===== src/rtl/ps2_key_gen_if.sv =====
// Upstream key-event push port for ps2_key_gen: valid/ready handshake carrying scan code, E0 flag and press/release.
interface ps2_key_gen_if;
    logic       ev_valid;
    logic       ev_ready;
    logic [7:0] ev_code;
    logic       ev_ext;
    logic       ev_pressed;

    modport master (output ev_valid, ev_code, ev_ext, ev_pressed, input ev_ready);
    modport slave  (input ev_valid, ev_code, ev_ext, ev_pressed, output ev_ready);
endinterface


===== src/rtl/ps2_key_gen.sv =====
// Queues key events and replays them onto ps2_key by flipping bit 10, with a fixed idle gap after each event.
// Optional auto-repeat of the last held key is compiled in with `define PS2_KEY_GEN_TYPEMATIC_EN.
module ps2_key_gen #(
    parameter int unsigned FIFO_AW    = 3,
    parameter int unsigned GAP_CYCLES = 16,
    parameter logic [23:0] TM_DELAY   = 24'd12_250_000,
    parameter logic [23:0] TM_RATE    = 24'd1_633_333
) (
    input  logic                clk_sys,
    input  logic                reset,
    ps2_key_gen_if.slave        ev,
    output logic [10:0]         ps2_key,
    output logic                busy,
    output logic [FIFO_AW:0]    fifo_count
);

    localparam logic [FIFO_AW:0] FULL = {1'b1, {FIFO_AW{1'b0}}};

    if (GAP_CYCLES < 1 || GAP_CYCLES > 255 || TM_DELAY == 24'd0 || TM_RATE == 24'd0) begin : g_bad_param
        $error("ps2_key_gen: GAP_CYCLES must be 1..255 and TM_DELAY/TM_RATE non-zero");
    end

    typedef enum logic [1:0] {
        IDLE,
        GAP
`ifdef PS2_KEY_GEN_TYPEMATIC_EN
        , REPEAT
`endif
    } state_t;

    logic [9:0]         mem [0:(1 << FIFO_AW) - 1];
    logic [FIFO_AW-1:0] wr_ptr, rd_ptr;
    logic [FIFO_AW:0]   count, count_nx;
    logic               ready_q;
    state_t             state, state_nx;
    logic [7:0]         gap_cnt;
    logic               push, pop, emit;
    logic [9:0]         emit_data;

    assign push        = ev.ev_valid && ready_q;
    assign ev.ev_ready = ready_q && reset;
    assign busy        = (count != '0) || (state != IDLE);
    assign fifo_count  = count;

`ifdef PS2_KEY_GEN_TYPEMATIC_EN
    logic [8:0]  held;
    logic        held_v;
    logic [23:0] tm_cnt;
    logic        tm_due;

    // Due two counts early: one edge to enter REPEAT, one to emit, so repeats land exactly TM_* edges apart.
    assign tm_due = held_v && (tm_cnt <= 24'd2);

    always_ff @(posedge clk_sys) begin
        if (!reset) begin
            held   <= '0;
            held_v <= 1'b0;
            tm_cnt <= '0;
        end else if (emit && emit_data[9]) begin
            held   <= emit_data[8:0];
            held_v <= 1'b1;
            tm_cnt <= (state == REPEAT) ? TM_RATE : TM_DELAY;
        end else begin
            if (emit && held_v && emit_data[8:0] == held)
                held_v <= 1'b0;
            if (tm_cnt != '0)
                tm_cnt <= tm_cnt - 1'b1;
        end
    end
`endif

    always_comb begin
        state_nx  = state;
        pop       = 1'b0;
        emit      = 1'b0;
        emit_data = mem[rd_ptr];
        case (state)
            IDLE: begin
                if (count != '0) begin
                    pop      = 1'b1;
                    emit     = 1'b1;
                    state_nx = GAP;
                end
`ifdef PS2_KEY_GEN_TYPEMATIC_EN
                else if (tm_due) begin
                    state_nx = REPEAT;
                end
`endif
            end
            GAP: begin
                if (gap_cnt == 8'd1)
                    state_nx = IDLE;
            end
`ifdef PS2_KEY_GEN_TYPEMATIC_EN
            REPEAT: begin
                emit      = 1'b1;
                emit_data = {1'b1, held};
                state_nx  = GAP;
            end
`endif
            default: state_nx = IDLE;
        endcase
    end

    always_comb begin
        count_nx = count;
        if (push && !pop)
            count_nx = count + 1'b1;
        else if (pop && !push)
            count_nx = count - 1'b1;
    end

    always_ff @(posedge clk_sys) begin
        if (push)
            mem[wr_ptr] <= {ev.ev_pressed, ev.ev_ext, ev.ev_code};
    end

    always_ff @(posedge clk_sys) begin
        if (!reset) begin
            state   <= IDLE;
            wr_ptr  <= '0;
            rd_ptr  <= '0;
            count   <= '0;
            ready_q <= 1'b0;
            gap_cnt <= '0;
            ps2_key <= '0;
        end else begin
            state   <= state_nx;
            count   <= count_nx;
            ready_q <= (count_nx != FULL);
            if (push)
                wr_ptr <= wr_ptr + 1'b1;
            if (pop)
                rd_ptr <= rd_ptr + 1'b1;
            if (emit) begin
                ps2_key <= {~ps2_key[10], emit_data};
                gap_cnt <= 8'(GAP_CYCLES);
            end else if (state == GAP) begin
                gap_cnt <= gap_cnt - 1'b1;
            end
        end
    end

endmodule


===== src/flat_wrapper.sv =====
// flat-port wrapper written by rule: the top's interface ports become plain ports
module ps2_key_gen_flat 
#(
    parameter int unsigned FIFO_AW    = 3,
    parameter int unsigned GAP_CYCLES = 16,
    parameter logic [23:0] TM_DELAY   = 24'd12_250_000,
    parameter logic [23:0] TM_RATE    = 24'd1_633_333
)
  (clk_sys, reset, ps2_key, busy, fifo_count, ev_ev_valid, ev_ev_code, ev_ev_ext, ev_ev_pressed, ev_ev_ready);
  ps2_key_gen_if ev_i ();
  input  logic clk_sys;
  input  logic reset;
  output logic [10:0] ps2_key;
  output logic busy;
  output logic [FIFO_AW:0] fifo_count;
  input wire logic [$bits(ev_i.ev_valid)-1:0] ev_ev_valid;
  input wire logic [$bits(ev_i.ev_code)-1:0] ev_ev_code;
  input wire logic [$bits(ev_i.ev_ext)-1:0] ev_ev_ext;
  input wire logic [$bits(ev_i.ev_pressed)-1:0] ev_ev_pressed;
  output wire logic [$bits(ev_i.ev_ready)-1:0] ev_ev_ready;
  assign ev_i.ev_valid = ev_ev_valid;
  assign ev_i.ev_code = ev_ev_code;
  assign ev_i.ev_ext = ev_ev_ext;
  assign ev_i.ev_pressed = ev_ev_pressed;
  assign ev_ev_ready = ev_i.ev_ready;
  ps2_key_gen #(.FIFO_AW(FIFO_AW), .GAP_CYCLES(GAP_CYCLES), .TM_DELAY(TM_DELAY), .TM_RATE(TM_RATE)) u_core (.clk_sys(clk_sys), .reset(reset), .ev(ev_i), .ps2_key(ps2_key), .busy(busy), .fifo_count(fifo_count));
endmodule

===== config.mk =====
export PLATFORM = sky130hd
export DESIGN_NAME = ps2_key_gen_flat
export DESIGN_NICKNAME = d
export VERILOG_FILES = /design/src/rtl/ps2_key_gen_if.sv /design/src/rtl/ps2_key_gen.sv /design/src/flat_wrapper.sv
export SDC_FILE = /design/constraint.sdc
export NUM_CORES = 1
export LEC_CHECK = 0
export BUFFER_PORTS_ARGS = -buffer_cell sky130_fd_sc_hd__buf_2
export CAP_MARGIN = 5
export CORE_AREA = 2 2 112 114
export DETAILED_ROUTE_END_ITERATION = 8
export DIE_AREA = 0 0 114 116
export GPL_TIMING_DRIVEN = 0
export SLEW_MARGIN = 20
export SYNTH_ARGS = -nofsm -noshare
export SYNTH_HDL_FRONTEND = slang
export SYNTH_SLANG_ARGS = --single-unit

===== constraint.sdc =====
create_clock -name clk_sys -period 1.9 [get_ports clk_sys]
set_clock_uncertainty 0.05 [all_clocks]
set_input_delay 0.19 -clock clk_sys [delete_from_list [all_inputs] [get_ports clk_sys]]
set_output_delay 0.19 -clock clk_sys [all_outputs]
set_load 0.02 [all_outputs]

Word level (Yosys, flattened, before mapping)
Memories as Yosys holds them, arrays and structs flattened. A register that Yosys moved wholly into a read port is not among the register bits.
Cells that the tools add are included.
{"block": "totals", "n_memories": 1, "out_inout_bits": 17, "inputBits": 13, "ram_bits": 80, "register_bits": 32, "word_cells": 46}
{"name": "u_core.mem", "words": 8, "width": 10, "rd": 1, "rd_clocked_by_memory_dff": 1, "write_ports": 1, "line_no": "ps2_key_gen.sv:31", "rtl": "logic [9:0] mem [0:(1 << FIFO_AW) - 1];"}
{"block": "op_classes", "reduce_logical": 14, "n_addsub": 5, "n_bitwise": 2, "mux": 11, "n_eq_ne": 5}
{"operator": "$mux W5", "count": 2}
{"operator": "$eq A8 B1 Y1 const B", "count": 1}
{"operator": "$mux W4", "count": 2}
{"operator": "$sub A8 B1 Y8 const B", "count": 1}
{"operator": "$add A3 B1 Y3 const B", "count": 2}
{"operator": "$add A4 B1 Y4 const B", "count": 1}
{"operator": "$logic_and A1 B1 Y1", "count": 4}
{"operator": "$mux W1", "count": 4}
{"operator": "$mux W2", "count": 2}
{"operator": "$ne A2 B1 Y1 const B", "count": 2}
{"operator": "$ne A4 B4 Y1 const B", "count": 1}
{"operator": "$pmux W2 S2", "count": 1}
{"operator": "$reduce_bool A2 Y1", "count": 2}
{"operator": "$reduce_bool A4 Y1", "count": 1}
{"operator": "$sub A4 B1 Y4 const B", "count": 1}
{"operator": "$logic_not A1 Y1", "count": 3}
{"operator": "$eq A2 B1 Y1 const B", "count": 1}
{"operator": "$logic_not A2 Y1", "count": 1}
{"operator": "$not A1 Y1", "count": 2}
{"operator": "$reduce_and A2 Y1", "count": 1}
{"operator": "$reduce_or A2 Y1", "count": 1}
{"operator": "$logic_or A1 B1 Y1", "count": 1}

Longest topological paths before layout
Gate-level depths: netlist of run 1.
{"block": "logic_depth", "ltp_word": 7, "ltp_mapped": 8, "mapped_depth_nobuf": 7}

Worst setup path before layout of run 1
Ideal clock, no wire load.
{"block": "synth_timing", "path_kind": "reg2reg", "from": "register u_core.count[0], in the netlist u_core.fifo_count[0]", "to": "register u_core.ready_q", "n_path_buf": 1, "synth_period_minus_slack_ns": 2.104, "required_time_ns": 1.730, "setup_ns": 0.120, "slack_ns": -0.204, "stages_incl_launch_ff": 9, "arrival_time_ns": 1.935, "path_cell_list": "dfxtp_1 inv_1 ha_1 nor3b_4 or3_1 buf_2 mux2i_1 a32oi_1 o31a_1"}
{"block": "synth_between", "elab_chain_len": 7, "word_cells_on_any_way": 11}
{"item": "start, declared", "line_no": "ps2_key_gen.sv:33", "rtl": "logic [FIFO_AW:0] count, count_nx;"}
{"item": "start signal, assigned", "line_no": "ps2_key_gen.sv:129", "rtl": "count <= count_nx;"}
{"item": "$reduce_bool A4 Y1", "line_no": "ps2_key_gen.sv:79", "rtl": "if (count != '0) begin"}
{"item": "$mux W1", "line_no": "ps2_key_gen.sv:79"}
{"item": "$mux W1", "line_no": "ps2_key_gen.sv:77", "rtl": "case (state)"}
{"item": "$logic_and A1 B1 Y1 / $logic_not A1 Y1 (equally long branches)", "line_no": "ps2_key_gen.sv:109, ps2_key_gen.sv:107"}
{"item": "$mux W4 / $logic_and A1 B1 Y1 (equally long branches)", "line_no": "ps2_key_gen.sv:109, ps2_key_gen.sv:107"}
{"item": "$mux W4 *", "line_no": "ps2_key_gen.sv:107", "rtl": "if (push && !pop)"}
{"item": "$ne A4 B4 Y1 *", "line_no": "ps2_key_gen.sv:130", "rtl": "ready_q <= (count_nx != FULL);"}
{"item": "end signal, assigned", "line_no": "ps2_key_gen.sv:130"}
{"item": "end, declared", "line_no": "ps2_key_gen.sv:34", "rtl": "logic ready_q;"}
Mark *: on every way between the ends. The rest lies on a longest branch, timed or not.
A chain may end at the register's enable or synchronous reset.

Worst setup path after layout of run 1
{"block": "layout_timing", "from": "register u_core.ready_q", "to": "memory u_core.mem[6][6], enable pin"}
{"block": "layout_between", "elab_chain_len": 3}
{"item": "$logic_and A1 B1 Y1", "line_no": "ps2_key_gen.sv:40", "rtl": "assign push = ev.ev_valid && ready_q;"}
{"item": "$mux W1", "line_no": "ps2_key_gen.sv:114", "rtl": "if (push)"}
{"item": "$mux W1 (not written as such)", "line_no": "ps2_key_gen.sv:115", "rtl": "mem[wr_ptr] <= {ev.ev_pressed, ev.ev_ext, ev.ev_code};"}
{"item": "end, declared", "line_no": "ps2_key_gen.sv:31"}
Every way passes these cells.

==> results of run 1 <==
-- how the worst max path moves through the flow --
stage | from | endpoint | slack, ps | cells past startpoint
final | u_core.ready_q | u_core.mem[6][6] | 10 | 3
after global routing | u_core.ready_q | u_core.mem[6][6] | -110 | 3
after CTS | u_core.ready_q | u_core.mem[5][8] | -310 | 3
after detailed placement | u_core.ready_q | u_core.mem[5][5] | -300 | 3
after global placement | u_core.ready_q | u_core.mem[4][7] | -810 | 3
after floorplan | u_core.fifo_count[0] | u_core.ready_q | -70 | 8
-- layout make-up --
cell class | instances | area (sq um) | area share (%)
Sequential cell | 111 | 3030 | 57.0
Multi-Input combinational cell | 149 | 1420 | 26.7
Timing Repair Buffer | 40 | 265 | 4.98
Clock buffer | 9 | 225 | 4.23
Tap cell | 147 | 184 | 3.46
Clock inverter | 7 | 108 | 2.02
Buffer | 10 | 65.1 | 1.22
Inverter | 6 | 22.5 | 0.423
-- critical path, stage by stage (launching register included) --
cell and delay [ps]:
sky130_fd_sc_hd__dfxtp_1 340, sky130_fd_sc_hd__and2_1 300, sky130_fd_sc_hd__nand2_1 200, sky130_fd_sc_hd__nor2_2 630
-- metrics by stage --
stage / total power, mW / area, sq um / hold slack (ps)
3_5_place_dp: 5.56 / 4870 / 420
2_1_floorplan: 4.91 / 4450 / 239
5_1_grt: 8.37 / 5320 / 53.8
3_3_place_gp: 5.51 / 4780 / 407
6_report: 7.92 / 5320 / 58.4
4_1_cts: 7.76 / 5250 / 54.7
-- sequential cells by signal, indices dropped and copies added (netlist names) --
signal / count
u_core.fifo_count: 4
u_core.gap_cnt: 8
u_core.mem: 80
u_core.ps2_key: 11
u_core.rd_ptr: 3
u_core.ready_q: 1
u_core.state: 1
u_core.wr_ptr: 3
-- cell families (layout without fill, tap and decap cells) --
family,after synthesis,after routing,synth area share (%)
DFF,111,111,68.0
buffers and inverters,17,72,1.55
AOI/OAI and AO/OA,24,24,4.70
and+or+nand+nor,73,73,8.33
muxes,33,33,13.1
xor gates and xnor gates,12,12,2.36
adders and majority gates,7,7,1.97
-- layer usage --
metal	up-vias	GRT usage, %
li1	1151	-
met4	0	2.85
met2	37	22.7
met3	8	5.02
met5	-	0
met1	1215	18.3
-- synth_stat cells, types with 2 or more instances --
| cell | instances |
|---|---|
| sky130_fd_sc_hd__edfxtp_1 | 80 |
| sky130_fd_sc_hd__dfxtp_1 | 31 |
| sky130_fd_sc_hd__nand2_1 | 28 |
| sky130_fd_sc_hd__mux4_2 | 20 |
| sky130_fd_sc_hd__nor2_1 | 15 |
| sky130_fd_sc_hd__mux2i_1 | 13 |
| sky130_fd_sc_hd__o211a_1 | 11 |
| sky130_fd_sc_hd__and2_1 | 8 |
| sky130_fd_sc_hd__ha_1 | 7 |
| sky130_fd_sc_hd__xnor2_1 | 7 |
| sky130_fd_sc_hd__clkbuf_1 | 6 |
| sky130_fd_sc_hd__inv_1 | 6 |
| sky130_fd_sc_hd__nor3_1 | 5 |
| sky130_fd_sc_hd__xor2_1 | 5 |
| sky130_fd_sc_hd__buf_2 | 4 |
| sky130_fd_sc_hd__nand3_1 | 3 |
| sky130_fd_sc_hd__a21boi_0 | 2 |
| sky130_fd_sc_hd__nand2b_1 | 2 |
| sky130_fd_sc_hd__nor4_2 | 2 |
| sky130_fd_sc_hd__o21a_1 | 2 |
-- repair_timing --
action / 4_1_cts / 5_1_grt
gates resized for setup: 9 / 14
setup buffers: 4 / 2
pin swaps: 0 / 3
setup endpoints to repair: 44 / 61
-- where the power goes --
group | internal, mW | switching [mW]
Sequential | 2.92 | 0.257
Clock | 1.18 | 0.893
Combinational | 1.27 | 1.40
==> impl_summary.txt, run 1 <==
----------------------------------------------------
[Outcome]
  Result of the run ... finished clean

[Timing]
  Final worst slack ... about 11 ps
  Final-report max-slew violation count ... 0
  Slew HR ... between 40% and 50%
  Slew at the pin closest to its max-slew limit ... ~900 ps
  Max Clock Freq ... 0.529 GHz
  Number of hold violations in the final report ... 0
  Time the worst path needs with I/O delays and setup ... around 1900 ps
  Final period util ... around 100%
  Post-Route Setup TNS ... 0 ps
  Setup repair after global routing missed its margin ... true
  Final Setup Violations ... 0

[Critical path]
  Critical path peak fanout ... 10
  Endpoint of the most critical register-to-register path ... u_core.mem[6][6]
  RR Startpoint ... u_core.ready_q
  Critical setup path kind ... reg2reg
  Arrival time reported for the critical path endpoint ... between 1500 and 2000 ps
  Crit. End Element ... register
  Crit path launch type ... register
  Depth of the worst register-to-register path ... 3
  Critical Path RT ... about 1800 ps
  Register-to-Register Setup Slack ... 10 ps

[Finish]
  Most common cell after layout, fill and taps aside ... sky130_fd_sc_hd__edfxtp_1
  Filler-free cell count of the finished design ... roughly 480
  Final cell utilization of the core ... 44.7%
  Diode insertion count for antenna repair ... 0
  Fraction of layout instances using a drive strength above 1 ... 31.3%
  Leading cell types in the layout, fill and taps excluded ... sky130_fd_sc_hd__edfxtp_1 (80), sky130_fd_sc_hd__buf_2 (29), sky130_fd_sc_hd__nand2_1 (28), sky130_fd_sc_hd__dfxtp_1 (28), sky130_fd_sc_hd__mux4_2 (20)
  Number of fillers in the final layout ... approximately 1100
  Final net count ... approximately 350
  Area growth from synthesis to final layout ... 19.8%

[Die]
  Overall die width ... 114 um
  Row cnt ... 40
  Die outline height ... about 120 um
  IO Count ... 30
  Total die area ... around 0.013 sq mm
  Initial core utilization ... between 30% and 40%
  CORE AREA ... roughly 0.012 sq mm

[Placement]
  Placed cells ... about 460
  RePlAce Congestion ... just over 0.7
  Post-place setup slack ... -303 ps
  HPWL after DPL ... about 5.7 mm
  Buffers on Ports ... 29

[Min path]
  Class of the worst hold path ... in2reg
  Hold path endpoint ... u_core.mem[5][6]
  Cell count of the worst hold path ... 1
  Startpoint of the worst hold path ... ev_ev_code[6]

[Detailed routing]
  Remaining antenna violation count ... 0
  First DRT Iteration DRCs ... ~170
  Wire length on met1 ... slightly above 4 mm
  Total length of routed wires ... ~8.6 mm
  Residual DRC ... 0
  Highest layer used for signal routing ... met4
  Total met3 wirelength after detailed routing ... 393 um
  Ratio of routed vias to standard cells ... between 5 and 6
  Met2 wire len ... around 4.1 mm
  Vias ... roughly 2400
  1st-pass router iterations ... 4
  Wire per inst ... 17.9 um

[Synth]
  Number of enable flip-flop cells after synthesis ... 80
  Instance count of the mapped netlist ... approximately 280
  Number of storage elements in the synthesis netlist ... approximately 110
  Syn_nets ... approximately 300
  Count of cell types in the netlist ... 40
  Share of the synthesized area in the top cell type ... a little over half
  Prevailing post-synth register cell ... sky130_fd_sc_hd__edfxtp_1
  Sequential cell area fraction in the yosys report ... between 60% and 70%
  Top post-synthesis cells by area ... sky130_fd_sc_hd__edfxtp_1 (54%), sky130_fd_sc_hd__dfxtp_1 (14%), sky130_fd_sc_hd__mux4_2 (10%)
  Cell area after synthesis ... 0.00444 sq mm
  Syn avg cell area ... 16.0 sq um
  Warnings, synthesis ... 0
  Post-synth ARST share ... 0%
  Library cell with the largest summed area after synthesis ... sky130_fd_sc_hd__edfxtp_1

[Global routing]
  Maximum number of pins on one net before global-route repair ... 21
  Number of antenna violations at the first check in global routing ... 0
  Number of global-route vias before repair ... roughly 2400
  Gr ovfl total ... 0
  Global-route total usage across every layer ... about 14%
  Wire length of the first global-routing pass ... around 13 mm

[Clocking]
  CTS root buf ... sky130_fd_sc_hd__clkbuf_16
  Number of clock buffers inserted by TritonCTS ... 9
  Worst-case clock buffer depth ... 2
  CTS clock-pin slew for the worst setup and hold paths ... approximately 80 ps
  Count of clock tree sinks ... about 110
  H-tree levels ... 3
  Clk_lat worst skew ... roughly 350 ps
  Hold-fix buffers at CTS ... 0
  CTS tree ... yes

[Flow run]
  Maxcap violations ... 0

[Power and ir drop]
  Leakage ... between 1.5 and 2 nW
  Pwr per Cell Area ... around 1500 mW/mm^2
  VDD IR-drop max ... between 0.5 and 0.6 mV

----------------------------------------------------
Note: power is estimated with default switching activity, not from simulation.
==> inputs of run 2 (changes only) <==
--- a/config.mk
+++ b/config.mk
@@ -7,9 +7,9 @@
 export LEC_CHECK = 0
 export BUFFER_PORTS_ARGS = -buffer_cell sky130_fd_sc_hd__buf_2
 export CAP_MARGIN = 5
-export CORE_AREA = 2 2 112 114
+export CORE_AREA = 2 2 128 99
 export DETAILED_ROUTE_END_ITERATION = 8
-export DIE_AREA = 0 0 114 116
+export DIE_AREA = 0 0 130 101
 export GPL_TIMING_DRIVEN = 0
 export SLEW_MARGIN = 20
 export SYNTH_ARGS = -nofsm -noshare
==> run 2 against run 1 <==
  * The flow now finishes with violations (setup timing)
  * Clock power is 2% higher
  * Register-to-register slack worse by 20 ps
  * Count of clock-buffer cells in the layout stayed put
  * Via count is 0.41% higher
  * Sequential share of layout area is 0.52 points lower
  * Combinational power is 3% higher
  * Fmax is 1.2% lower
  * First-iteration DRC count is 56% higher
  * Final area is 0.92% higher
  * Critical endpoint is now u_core.mem[4][7]
  * Largest power group unchanged
==> impl_summary.txt, run 2 (synthesis gave the netlist of run 1 again) <==
----------------------------------------------------
[Outcome]
  Result of the run ... finished with violations (was finished clean)
  Violated checks ... setup timing

[Detailed routing]
  Vias ... 2421 (was 2411)
  First DRT Iteration DRCs ... 269 (was 172)
  Total length of routed wires ... 8.73 mm (was 8.59 mm)
  Remaining antenna violation count ... 0 (unchanged)
  Total met3 wirelength after detailed routing ... 513 um (was 393 um)
  Highest layer used for signal routing ... met4 (unchanged)
  Wire per inst ... 17.4 um (was 17.9 um)
  Residual DRC ... 0 (unchanged)
  Met2 wire len ... 4.09 mm (was 4.07 mm)
  Wire length on met1 ... 4.08 mm (was 4.05 mm)
  Ratio of routed vias to standard cells ... 4.83 (was 5.03)
  1st-pass router iterations ... 4 (unchanged)

[Global routing]
  Gr ovfl total ... 0 (unchanged)
  Number of antenna violations at the first check in global routing ... 0 (unchanged)
  Number of global-route vias before repair ... 2382 (was 2367)
  Maximum number of pins on one net before global-route repair ... 19 (was 21)
  Global-route total usage across every layer ... 14.5% (was 14.0%)
  Wire length of the first global-routing pass ... 13.5 mm (was 13.3 mm)

[Finish]
  Final net count ... 350 (was 347)
  Diode insertion count for antenna repair ... 0 (unchanged)
  Fraction of layout instances using a drive strength above 1 ... 31.6% (was 31.3%)
  Top register by number of flip-flops ... u_core.mem (unchanged)
  Area of combinational cells with multiple inputs ... 0.00142 sq mm (about the same)
  Area growth from synthesis to final layout ... 20.9% (was 19.8%)
  Most common cell after layout, fill and taps aside ... sky130_fd_sc_hd__edfxtp_1 (unchanged)
  Largest register FFs ... 80 (unchanged)
  Number of fillers in the final layout ... 1060 (was 1056)
  Largest registers ... u_core.mem (80), u_core.ps2_key (11), u_core.gap_cnt (8) (unchanged)
  Leading cell types in the layout, fill and taps excluded ... sky130_fd_sc_hd__edfxtp_1 (80), sky130_fd_sc_hd__buf_2 (29), sky130_fd_sc_hd__nand2_1 (28), sky130_fd_sc_hd__dfxtp_1 (28), sky130_fd_sc_hd__mux4_2 (20) (unchanged)
  Storage cell area ... 0.00303 sq mm (unchanged)

[Die]
  Overall die width ... 130 um (was 114 um)
  Die outline height ... 101 um (was 116 um)
  Total die area ... 0.0131 sq mm (was 0.0132 sq mm)
  Row cnt ... 35 (was 40)
  CORE AREA ... 0.0120 sq mm (was 0.0119 sq mm)
  IO Count ... 30 (unchanged)
  Initial core utilization ... 37.2% (was 37.3%)

[Min path]
  Class of the worst hold path ... in2reg (unchanged)

[Power and ir drop]
  Leakage ... 1.95 nW (was 1.93 nW)
  VDD IR-drop max ... 0.647 mV (was 0.592 mV)
  Pwr per Cell Area ... 1500 mW/mm^2 (was 1490 mW/mm^2)
  Final total power ... 8.03 mW (was 7.92 mW)

[Timing]
  Final worst slack ... -12.3 ps (was 11.4 ps)
  Final-layout worst hold slack ... 69.0 ps (was 58.4 ps)
  Number of hold violations in the final report ... 0 (unchanged)
  Slew at the pin closest to its max-slew limit ... 943 ps (was 898 ps)
  Max Clock Freq ... 0.523 GHz (was 0.529 GHz)
  Final Setup Violations ... 6 (was 0)
  Slew HR ... 37.2% (was 40.2%)
  Setup repair after global routing missed its margin ... true (unchanged)
  Final period util ... 101% (was 99.4%)
  Final-report max-slew violation count ... 0 (unchanged)
  Time the worst path needs with I/O delays and setup ... 1910 ps (was 1890 ps)

[Critical path]
  Critical Path RT ... 1910 ps (was 1830 ps)
  Crit path launch type ... register (unchanged)
  Critical setup path kind ... reg2reg (unchanged)
  Critical path peak fanout ... 6 (was 10)
  Arrival time reported for the critical path endpoint ... 1920 ps (was 1820 ps)
  Crit. End Element ... register (unchanged)

[Clocking]
  H-tree levels ... 3 (unchanged)
  Hold-fix buffers at CTS ... 0 (unchanged)
  CTS root buf ... sky130_fd_sc_hd__clkbuf_16 (unchanged)
  CTS tree ... yes (unchanged)
  Number of clock buffers inserted by TritonCTS ... 9 (unchanged)
  Worst-case clock buffer depth ... 2 (unchanged)
  Count of clock tree sinks ... 111 (unchanged)
  CTS clock-pin slew for the worst setup and hold paths ... 70 ps (was 80 ps)
  Clk_lat worst skew ... 340 ps (was 350 ps)

[Placement]
  Buffers on Ports ... 29 (unchanged)
  HPWL after DPL ... 5.78 mm (was 5.68 mm)
  RePlAce Congestion ... 0.748 (was 0.718)

[Flow run]
  Maxcap violations ... 0 (unchanged)

----------------------------------------------------
[run 2: cell type report]
class	instances	area share, %
clock buffer	9	4.19
sequential	111	56.4
tap	166	3.87
inverter	6	0.512
multi-input combinational	149	26.4
clock inverter	7	2.24
timing repair buffer	43	5.31
buffer	10	1.05
[run 2: worst paths after layout]
| check | startpoint | end | slack (ps) | cells after the start |
|---|---|---|---|---|
| worst min register to register | u_core.gap_cnt[7] | u_core.state[0] | 430 | 2 |
| worst max register to register | u_core.ready_q | u_core.mem[4][7] | -10 | 4 |
| worst max-delay path | u_core.ready_q | u_core.mem[4][7] | -10 | 4 |
| worst min-delay path | ev_ev_code[1] | u_core.mem[5][1] | 70 | 1 |
[run 2: stage by stage]
| stage | setup TNS (ps) | cells | utilization [%] | setup slack [ps] | cell area, sq um |
|---|---|---|---|---|---|
| 6_report | -70.3 | 501 | 44.9 | -12.3 | 5370 |
| 5_1_grt | -3550 | 501 | 44.9 | -117 | 5370 |
| 4_1_cts | -4960 | 498 | 44.4 | -258 | 5310 |
| 3_5_place_dp | -11200 | 476 | 40.7 | -335 | 4870 |
| 3_3_place_gp | -34160 | 472 | 40.2 | -778 | 4810 |
| 2_1_floorplan | -72.3 | 277 | - | -72.3 | 4450 |
[run 2: critical path, stage by stage (launching register included)]
cell and delay, ps:
sky130_fd_sc_hd__dfxtp_1 350, sky130_fd_sc_hd__and2_1 290, sky130_fd_sc_hd__nand2_1 200, sky130_fd_sc_hd__nor3_2 510, sky130_fd_sc_hd__buf_6 230
[run 2: where the power goes]
part           switching (mW)  leakage [nW]  internal, mW
clock network           0.834         0.166          1.29
registers               0.257         0.979          2.92
logic                    1.42         0.802          1.30
total                    2.52          1.95          5.52
[run 2: what timing repair did]
item,CTS,global route
setup buffers,7,3
setup endpoints to repair,44,76
resized for setup,16,8
endpoints found under the hold margin,0,0
pin swaps,2,1
[run 2: routing by layer]
layer	GRT usage, %	up-vias
met5	0	-
met4	4.71	0
met3	4.14	2
met2	22.7	49
met1	19.8	1204
li1	-	1166
==> inputs of run 3 (changes only) <==
==> constraint.sdc (replaced) <==
create_clock -name clk_sys -period 1.8 [get_ports clk_sys]
set_clock_uncertainty 0.05 [all_clocks]
set_input_delay 0.18 -clock clk_sys [delete_from_list [all_inputs] [get_ports clk_sys]]
set_output_delay 0.18 -clock clk_sys [all_outputs]
set_load 0.02 [all_outputs]
==> run 3 against run 2 <==
  * The flow still finishes with violations (setup timing)
  * Register-to-register slack improved by 20 ps
  * Sequential share of layout area decreased by 0.55 points
  * Final cell count increased by 1.0%
  * Non-clock buffer count increased by 5
  * First-iteration DRC count decreased by 10%
  * Wire length increased by 5.6%
  * Global-route usage increased by 0.29 points
  * Core utilization increased by 0.48 points
  * Critical path type is now reg2out
==> impl_summary.txt, run 3 (synthesis gave the netlist of run 1 again) <==
----------------------------------------------------
[Die]
  Die outline height ... 101 um (unchanged)
  Row cnt ... 35 (unchanged)
  Total die area ... 0.0131 sq mm (unchanged)
  Overall die width ... 130 um (unchanged)
  Initial core utilization ... 37.2% (unchanged)
  CORE AREA ... 0.0120 sq mm (unchanged)
  IO Count ... 30 (unchanged)

[Global routing]
  Wire length of the first global-routing pass ... 13.9 mm (was 13.5 mm)
  Global-route total usage across every layer ... 14.8% (was 14.5%)
  Maximum number of pins on one net before global-route repair ... 18 (was 19)
  Number of antenna violations at the first check in global routing ... 0 (unchanged)
  Gr ovfl total ... 0 (unchanged)
  Number of global-route vias before repair ... 2511 (was 2382)

[Critical path]
  Crit path capture ... busy (was u_core.mem[4][7])
  Critical path peak fanout ... 4 (was 6)
  Critical Path RT ... 1570 ps (was 1910 ps)
  Crit path launch type ... register (unchanged)
  Arrival time reported for the critical path endpoint ... 1640 ps (was 1920 ps)
  Crit path launch ... u_core.fifo_count[1] (was u_core.ready_q)
  Crit. End Element ... primary output (was register)
  Critical setup path kind ... reg2out (was reg2reg)
  Endpoint of the most critical register-to-register path ... u_core.ready_q (was u_core.mem[4][7])
  RR Startpoint ... u_core.fifo_count[1] (was u_core.ready_q)
  Register-to-Register Setup Slack ... 10 ps (was -10 ps)
  Depth of the worst register-to-register path ... 7 (was 4)

[Timing]
  Time the worst path needs with I/O delays and setup ... ~1900 ps
  Final-report max-slew violation count ... 0 (unchanged)
  Number of hold violations in the final report ... 0 (unchanged)
  Final period util ... 104%
  Slew HR ... 61.2% (was 37.2%)
  Max Clock Freq ... between 0.5 and 0.6 GHz
  Setup repair after global routing missed its margin ... true (unchanged)
  Final Setup Violations ... 1 (was 6)
  Slew at the pin closest to its max-slew limit ... 581 ps (was 943 ps)
  Final worst slack ... -74.3 ps (was -12.3 ps)

[Clocking]
  Hold-fix buffers at CTS ... 0 (unchanged)
  Clk_lat worst skew ... 340 ps (about the same)
  Worst-case clock buffer depth ... 2 (unchanged)
  CTS clock-pin slew for the worst setup and hold paths ... 70 ps (about the same)
  H-tree levels ... 3 (unchanged)
  Number of clock buffers inserted by TritonCTS ... 9 (unchanged)
  CTS tree ... yes (unchanged)
  Count of clock tree sinks ... 111 (unchanged)
  CTS root buf ... sky130_fd_sc_hd__clkbuf_16 (unchanged)

[Finish]
  Fraction of layout instances using a drive strength above 1 ... 34.1% (was 31.6%)
  Final net count ... 355 (was 350)
  Leading cell types in the layout, fill and taps excluded ... sky130_fd_sc_hd__edfxtp_1 (80), sky130_fd_sc_hd__buf_2 (31), sky130_fd_sc_hd__nand2_1 (26), sky130_fd_sc_hd__dfxtp_1 (26), sky130_fd_sc_hd__mux4_2 (20) (was sky130_fd_sc_hd__edfxtp_1 (80), sky130_fd_sc_hd__buf_2 (29), sky130_fd_sc_hd__nand2_1 (28), sky130_fd_sc_hd__dfxtp_1 (28), sky130_fd_sc_hd__mux4_2 (20))
  Final cell utilization of the core ... 45.4% (was 44.9%)
  Diode insertion count for antenna repair ... 0 (unchanged)
  Most common cell after layout, fill and taps aside ... sky130_fd_sc_hd__edfxtp_1 (unchanged)
  Largest registers ... u_core.mem (80), u_core.ps2_key (11), u_core.gap_cnt (8) (unchanged)
  Top register by number of flip-flops ... u_core.mem (unchanged)
  Largest register FFs ... 80 (unchanged)
  Post-Layout Inst Area ... 0.00543 sq mm (was 0.00537 sq mm)
  Filler-free cell count of the finished design ... 506 (was 501)
  Area growth from synthesis to final layout ... 22.2% (was 20.9%)

[Detailed routing]
  Remaining antenna violation count ... 0 (unchanged)
  Total length of routed wires ... 9.21 mm (was 8.73 mm)
  Ratio of routed vias to standard cells ... 4.91 (was 4.83)
  Residual DRC ... 0 (unchanged)
  Vias ... 2482 (was 2421)
  1st-pass router iterations ... 4 (unchanged)
  First DRT Iteration DRCs ... 242 (was 269)
  Wire per inst ... 18.2 um (was 17.4 um)

[Power and ir drop]
  Sw Share ... 33.1% (was 31.3%)
  Combinational Power Share ... 36.0% (was 34.0%)
  Reg power frac ... 41.7% (was 39.5%)
  Clock group share of total power ... 22.4% (was 26.5%)
  Final total power ... 8.14 mW (was 8.03 mW)
  VDD IR-drop max ... 0.505 mV (was 0.647 mV)
  Pint ... 5.44 mW (was 5.52 mW)
  Pwr per Cell Area ... 1500 mW/mm^2 (about the same)
  Leakage ... 1.95 nW (about the same)
  Power dissipated by switching net loads ... 2.70 mW (was 2.52 mW)

[Placement]
  Placement Cell Area ... 0.00488 sq mm (was 0.00487 sq mm)
  Buffers on Ports ... 29 (unchanged)
  Placed cells ... 476 (unchanged)
  RePlAce Congestion ... 0.767 (was 0.748)
  HPWL after DPL ... 5.79 mm (was 5.78 mm)

[Outcome]
  Result of the run ... finished with violations (unchanged)
  Violated checks ... setup timing (unchanged)

[Min path]
  Cell count of the worst hold path ... 1 (unchanged)
  Class of the worst hold path ... in2reg (unchanged)

[Flow run]
  Maxcap violations ... 0 (unchanged)

----------------------------------------------------
## run 3: cell count changes in the layout (fill, tap and decap cells not counted), moves of 3 or more
| cell | delta |
|---|---|
| sky130_fd_sc_hd__nor3_2 | -4 |
| sky130_fd_sc_hd__nor3_4 | +4 |
| sky130_fd_sc_hd__buf_6 | +3 |
| sky130_fd_sc_hd__bufinv_16 | -3 |
| sky130_fd_sc_hd__clkbuf_1 | +3 |
| sky130_fd_sc_hd__nor2_2 | -3 |
| sky130_fd_sc_hd__nor2_4 | +3 |
## run 3: worst min path at each step
| stage | start | to | slack (ps) |
|---|---|---|---|
| 3_5_place_dp | ev_ev_ext | u_core.mem[2][8] | 410 |
| 6_report | ev_ev_code[7] | u_core.mem[2][7] | 60 |
| 5_1_grt | ev_ev_code[3] | u_core.mem[3][3] | 60 |
| 3_3_place_gp | ev_ev_code[7] | u_core.mem[3][7] | 400 |
| 4_1_cts | ev_ev_code[1] | u_core.mem[3][1] | 50 |
| 2_1_floorplan | ev_ev_code[0] | u_core.mem[0][0] | 230 |
## run 3: metal layers
| metal | GRT usage, % | part of all wire [%] | vias up |
|---|---|---|---|
| li1 | - | - | 1163 |
| met2 | 23.4 | 49 | 57 |
| met4 | 5.05 | 1.8 | 0 |
| met3 | 4.03 | 4.9 | 13 |
| met1 | 20.0 | 45 | 1249 |
| met5 | 0 | 0 | - |
## run 3: cell type report
class | count | area (sq um)
multi-input combinational | 149 | 1490
clock buffer | 13 | 250
sequential | 111 | 3030
fill | 1002 | 6530
clock inverter | 3 | 20.0
timing repair buffer | 48 | 334
buffer | 10 | 67.6
inverter | 6 | 27.5
tap | 166 | 208
## run 3: power groups by stage
stage | sequential (mW) | clock, mW | combinational, mW
detailed placement | 3.42 | 0 | 2.49
CTS | 3.36 | 1.88 | 2.87
global route | 3.42 | 1.98 | 3.24
global placement | 3.42 | 0 | 2.41
finish | 3.39 | 1.82 | 2.93
floorplan | 3.55 | 0 | 1.64
## run 3: metrics by stage
step	TNS [ps]	worst slack, ps	hold WS [ps]
6_report	-74.3	-74.3	60.4
5_1_grt	-176	-135	59.2
3_5_place_dp	-17230	-360	414
4_1_cts	-1350	-128	48.9
3_3_place_gp	-43230	-795	396
2_1_floorplan	-145	-145	229
## run 3: repair_timing
item                       4_1_cts  5_1_grt
setup endpoints to repair       73       88
cloned                           0        0
pin swaps                        5        5
gates resized for setup         27       18
buffers inserted                 9        6
## run 3: critical path: stages, from the launching register on
cell and delay (ps):
sky130_fd_sc_hd__dfxtp_4 360, sky130_fd_sc_hd__inv_4 60, sky130_fd_sc_hd__ha_4 120, sky130_fd_sc_hd__nor3b_4 330
sky130_fd_sc_hd__or2b_1 290, sky130_fd_sc_hd__buf_6 140
